===== src/rtl/led_ring_sequencer.sv =====
// LED ring pattern sequencer: SPIN / BLINK / FILL animations on five status LEDs,
// started and stopped over a valid/ready command handshake.
module led_ring_sequencer #(
  parameter int TICK_DIV    = 3000000,
  parameter int CNT_W       = 22,
  parameter int SPIN_LAPS   = 2,
  parameter int BLINK_COUNT = 3
) (
  input  logic       clk,
  input  logic       nRst,
  input  logic       cmd_valid,
  input  logic [1:0] cmd_mode,
  output logic       cmd_ready,
  output logic       busy,
  output logic       led_d1_top,
  output logic       led_d2_right,
  output logic       led_d3_bottom,
  output logic       led_d4_left,
  output logic       led_d5_middle
);

  typedef enum logic [1:0] {
    IDLE  = 2'b00,
    SPIN  = 2'b01,
    BLINK = 2'b10,
    FILL  = 2'b11
  } state_t;

  localparam int SPIN_N  = 4 * SPIN_LAPS;
  localparam int BLINK_N = 2 * BLINK_COUNT;
  localparam int FILL_N  = 5;
  localparam int N_A     = (SPIN_N > BLINK_N) ? SPIN_N : BLINK_N;
  localparam int N_MAX   = (N_A > FILL_N) ? N_A : FILL_N;
  localparam int STEP_W  = $clog2(N_MAX);

  localparam logic [CNT_W-1:0]  CNT_TOP    = CNT_W'(TICK_DIV - 1);
  localparam logic [STEP_W-1:0] SPIN_LAST  = STEP_W'(SPIN_N - 1);
  localparam logic [STEP_W-1:0] BLINK_LAST = STEP_W'(BLINK_N - 1);
  localparam logic [STEP_W-1:0] FILL_LAST  = STEP_W'(FILL_N - 1);

  state_t            r_state, w_state_nxt;
  logic [CNT_W-1:0]  r_cnt, w_cnt_nxt;
  logic [STEP_W-1:0] r_step, w_step_nxt;
  // led bit order: {middle, left, bottom, right, top}
  logic [4:0]        r_led, w_led_nxt;

  logic w_busy, w_acc, w_stop, w_start, w_tick, w_last;

  function automatic logic [4:0] f_pat(
    input logic [1:0]        mode,
    input logic [STEP_W-1:0] step
  );
    logic [4:0] p;
    p = 5'b00000;
    case (mode)
      2'b01: begin
        case (step[1:0])
          2'd0:    p = 5'b10001;
          2'd1:    p = 5'b10010;
          2'd2:    p = 5'b10100;
          default: p = 5'b11000;
        endcase
      end
      2'b10: p = step[0] ? 5'b00000 : 5'b11111;
      2'b11: begin
        case (step)
          STEP_W'(0): p = 5'b00001;
          STEP_W'(1): p = 5'b00011;
          STEP_W'(2): p = 5'b00111;
          STEP_W'(3): p = 5'b01111;
          default:    p = 5'b11111;
        endcase
      end
      default: p = 5'b00000;
    endcase
    return p;
  endfunction

  assign w_busy    = (r_state != IDLE);
  assign busy      = w_busy;
  assign cmd_ready = !w_busy || (cmd_mode == 2'b00);

  assign w_acc   = cmd_valid && cmd_ready;
  assign w_stop  = w_acc && (cmd_mode == 2'b00);
  assign w_start = w_acc && (cmd_mode != 2'b00);
  assign w_tick  = w_busy && (r_cnt == CNT_TOP);

  always_comb begin
    w_last = 1'b0;
    unique case (1'b1)
      (r_state == SPIN):  w_last = (r_step == SPIN_LAST);
      (r_state == BLINK): w_last = (r_step == BLINK_LAST);
      (r_state == FILL):  w_last = (r_step == FILL_LAST);
      default:            w_last = 1'b0;
    endcase
  end

  // STOP has priority over a coincident tick
  always_comb begin
    w_state_nxt = r_state;
    w_cnt_nxt   = r_cnt;
    w_step_nxt  = r_step;
    w_led_nxt   = r_led;
    if (w_stop) begin
      w_state_nxt = IDLE;
      w_cnt_nxt   = '0;
      w_step_nxt  = '0;
      w_led_nxt   = 5'b00000;
    end else if (w_start) begin
      w_state_nxt = state_t'(cmd_mode);
      w_cnt_nxt   = '0;
      w_step_nxt  = '0;
      w_led_nxt   = f_pat(cmd_mode, '0);
    end else if (w_tick) begin
      w_cnt_nxt = '0;
      if (w_last) begin
        w_state_nxt = IDLE;
        w_step_nxt  = '0;
        w_led_nxt   = 5'b00000;
      end else begin
        w_step_nxt = r_step + 1'b1;
        w_led_nxt  = f_pat(r_state, r_step + 1'b1);
      end
    end else if (w_busy) begin
      w_cnt_nxt = r_cnt + 1'b1;
    end
  end

  always_ff @(posedge clk or negedge nRst) begin
    if (!nRst) begin
      r_state <= IDLE;
      r_cnt   <= '0;
      r_step  <= '0;
      r_led   <= 5'b00000;
    end else begin
      r_state <= w_state_nxt;
      r_cnt   <= w_cnt_nxt;
      r_step  <= w_step_nxt;
      r_led   <= w_led_nxt;
    end
  end

  assign led_d1_top    = r_led[0];
  assign led_d2_right  = r_led[1];
  assign led_d3_bottom = r_led[2];
  assign led_d4_left   = r_led[3];
  assign led_d5_middle = r_led[4];

endmodule


===== config.mk =====
export PLATFORM = sky130hd
export DESIGN_NAME = led_ring_sequencer
export DESIGN_NICKNAME = d
export VERILOG_FILES = /design/src/rtl/led_ring_sequencer.sv
export SDC_FILE = /design/constraint.sdc
export NUM_CORES = 1
export LEC_CHECK = 0
export CELL_PAD_IN_SITES_DETAIL_PLACEMENT = 1
export CELL_PAD_IN_SITES_GLOBAL_PLACEMENT = 1
export CORE_AREA = 10 10 95 76
export DETAILED_ROUTE_END_ITERATION = 10
export DIE_AREA = 0 0 105 86
export PLACE_DENSITY_LB_ADDON = 0.15
export SLEW_MARGIN = 20
export SYNTH_ARGS = -nofsm -noshare
export SYNTH_HDL_FRONTEND = slang
export SYNTH_SLANG_ARGS = --single-unit
export TNS_END_PERCENT = 20

===== constraint.sdc =====
create_clock -name clk -period 2.1 [get_ports clk]
set_input_delay 0.63 -clock clk [delete_from_list [all_inputs] [get_ports clk]]
set_output_delay 0.63 -clock clk [all_outputs]
set_load 0.02 [all_outputs]

==> impl_results.md <==
- Final period utilization: 96.0%
- Die area: 9030 um2
- Tot Pwr: 2.11 mW
- Avg Inst Size Synth: 8.53 um2
- Initial DRC count: 61
- Crit path cell chain: clkdlybuf4s50_1 -> o311ai_0 -> or3_4 -> buf_4 -> nor2_1 -> xnor2_1 -> nor2_1
- Mapped Nets: 249
- Hold Crit Class: reg -> reg
- Max stage delay on crit path: 0.52 ns
- R2r setup slk: 0.08 ns
- Synth cell types: 41
- DR vias: 1905
- Starting Density: 37.9%
- Worst path depth: 7
- CP top delay family: buffers and inverters
- Root cell of the clock tree: clkbuf_8
- Max-slew violation count: 0
- HP Start: r_cnt[21]$_DFFE_PN0P_
- Slowest-stage cell, CP: clkdlybuf4s50_1
- Clock skew: 0.00331 ns
- FF-to-FF Start: r_cnt[15]$_DFFE_PN0P_
- Crit path from: cmd_valid
- Design Area, Final: 2690 um2
- Gr ovfl total: 0
- Register area share after synthesis: 40.0%
- DRC errors left: 0
- CTS Buf Count: 5
- Crit Path Category: in -> reg
- Number of cell rows: 23
- Post-CTS Hold Buffers: 0
- Final nets: 299
- Critical Path End: r_cnt[10]$_DFFE_PN0P_
- Chip height: 86 um
- CP endpoint kind: flip-flop
- Post-DP HPWL: 4320 um
- Die W: 105 um
- Clk_lat worst skew: 0.28 ns
- Lkg Pwr: 1.10 nW
- Final Setup Violations: 0
- Vias per inst: 5.29
- Register bit total from synthesis: 32
- Element type at the critical path start: primary input
- Proportion of layout cells with a drive suffix above 1: 27.0%
- Total negative slack: 0 ns
- Area after DPL: 2480 um2
- Gate Count Post-Synth: 235
- Crit path time final: 2.02 ns
- Io pins: 12
- Max cap viols: 0
- Worst vdd ir: 0.000343 V
- Max Buffers Root-to-Sink: 2
- Outcome: finished clean
- Relative slew slack: 69.7%
- CTS tree: yes
- Core area: 5300 um2
- Worst-margin pin slew: 0.449 ns
- Vias in the first global route: 1930
- Mapped Area: 2000 um2
- H-Tree Depth: 2
- First-pass GRT wire length: 9870 um
- Crit path top cell by count: nor2_1
- CTS clk-pin slew, worst paths: 0.07 ns
- Largest net degree at the start of global routing: 33
- Pwr dens: 784 nW/um2
- Post-route ant nets: 0
- Crit path DAT: 2.19 ns
- Worst path bufs/invs: 2
- R2R cell count: 5
- GR Util All Layers: 13.3%
- RSZ-0062 raised after global routing: yes
- Dpl cells: 348
- # port buffers: 11
- Yosys Warn Count: 0
- DRT Pass-1 Iters: 4
- Wirelength per Cell: 16.2 um
- Total Wirelength: 5820 um
- Req. time, crit path: 2.27 ns
- N_diodes: 0
- Crit Reg-Reg Endpoint: r_step[0]$_DFFE_PN0P_
- Max Fclk: 496 MHz
- Final hold violations: 0
- Antenna violations before repair: 0
- CP max FO: 5
- Util after Layout: 50.7%
- Non-filler cells, final: 360
- Routability cong.: 0.774
- TritonCTS Sinks: 32
- Layout area overhead: 34.0%
[Yosys cell counts]
cell | n | area [um2]
and3b_1 | 1 | 8.76
o21ai_0 | 10 | 50.1
or2_2 | 1 | 6.26
nor3_1 | 10 | 50.1
buf_2 | 1 | 5.00
a311oi_1 | 1 | 8.76
a32oi_1 | 1 | 8.76
xnor2_1 | 10 | 87.6
a211oi_1 | 1 | 7.51
buf_6 | 1 | 11.3
and2_1 | 1 | 6.26
nand3_2 | 1 | 10.0
clkinv_1 | 1 | 3.75
a21o_1 | 1 | 7.51
o31a_1 | 1 | 8.76
or3_1 | 10 | 62.6
nor4bb_1 | 4 | 40.0
inv_1 | 8 | 30.0
buf_1 | 2 | 7.51
ha_1 | 9 | 113
nand3_1 | 9 | 45.0
o311ai_0 | 2 | 17.5
or4b_2 | 2 | 20.0
a221o_1 | 1 | 10.0
a21oi_1 | 21 | 105
o221ai_1 | 1 | 8.76
nand4_1 | 5 | 31.3
nor4_1 | 11 | 68.8
nand2b_1 | 1 | 6.26
nand2_1 | 21 | 78.8
o21a_1 | 1 | 7.51
and3_1 | 2 | 12.5
dfrtp_1 | 32 | 801
and4b_1 | 1 | 10.0
nand3b_1 | 3 | 22.5
nor2_1 | 25 | 93.8
xor2_1 | 7 | 61.3
a31o_2 | 2 | 17.5
clkbuf_1 | 11 | 41.3
o31ai_1 | 1 | 7.51
o21ai_1 | 1 | 5.00
[logic make-up (layout without fill, tap and decap cells)]
kind of cell | count (synthesis) | in the layout | synth area share, %
compound gates | 45 | 45 | 13.5
xor+xnor | 17 | 17 | 7.43
fa+ha+maj | 9 | 9 | 5.62
buf+inv | 24 | 74 | 4.93
flops | 32 | 32 | 40.0
simple gates | 108 | 108 | 28.6
[repair_timing]
action,in CTS,in global routing
resized for setup,15,10
pin swaps,1,3
endpoints found under the setup margin,27,28
buffers inserted,1,4
[power breakdown]
group          internal [mW]  switching (mW)  leakage (nW)
combinational          0.387           0.446         0.625
clock                  0.292           0.226        0.0503
sequential             0.701          0.0548         0.429
total                   1.38           0.727          1.10
[state kept, by name (all words and copies together), names as in the netlist]
register / flops
r_cnt: 22
r_led: 5
r_state: 2
r_step: 3
[stage by stage]
| stage | setup slack [ns] | hold WS (ns) |
|---|---|---|
| after global placement | -0.534 | 0.531 |
| after detailed placement | -0.566 | 0.532 |
| after floorplan | 0.0254 | 0.334 |
| after CTS | 0.00124 | 0.552 |
| after global routing | -0.0292 | 0.596 |
| final | 0.0834 | 0.545 |
[layer usage]
metal	vias to the layer above	part of all wire [%]	wire (um)	GRT usage, %
li1	937	-	-	-
met1	934	56	3240	19.1
met2	28	40	2320	18.7
met3	6	3.7	216	3.51
met4	0	0.77	45	3.86
met5	-	0	0	0
[cell type report]
| type | instances | area (um2) |
|---|---|---|
| fillers | 647 | 2610 |
| multi-input cells | 179 | 1190 |
| flip-flops and latches | 32 | 801 |
| well taps | 75 | 93.8 |
| inverters | 9 | 33.8 |
| repair buffers | 58 | 473 |
| clock buffers | 7 | 96.3 |
[worst min-delay path by stage]
stage | to | slack (ns) | cells past startpoint
after floorplan | r_cnt[0]$_DFFE_PN0P_ | 0.33 | 0
after global placement | r_cnt[21]$_DFFE_PN0P_ | 0.53 | 2
after detailed placement | r_cnt[21]$_DFFE_PN0P_ | 0.53 | 2
after CTS | r_cnt[21]$_DFFE_PN0P_ | 0.55 | 2
after global routing | r_led[0]$_DFFE_PN0P_ | 0.60 | 2
final | r_cnt[21]$_DFFE_PN0P_ | 0.54 | 2
[worst reg2reg max path: cells and delay by family (launching register included)]
family	cells	cell delay, ns
DFF	1	0.41
AOI/OAI and AO/OA	1	0.13
and+or+nand+nor	4	1.40
[layout by cell type (no fill, tap or decap), types with 3 or more instances in the layout]
cell / n
buf_4: 46
dfrtp_1: 32
nor2_1: 25
nand2_1: 20
a21oi_1: 20
xnor2_1: 10
o21ai_0: 10
nor3_1: 9
nand3_1: 9
nor4_1: 8
inv_1: 7
or3_1: 7
ha_1: 7
clkbuf_8: 7
clkdlybuf4s50_1: 7
xor2_1: 6
nand4_1: 5
or3_4: 3
nand3b_1: 3
nor4_2: 3
dlygate4sd2_1: 3
Power figures use the tool's default switching activity.
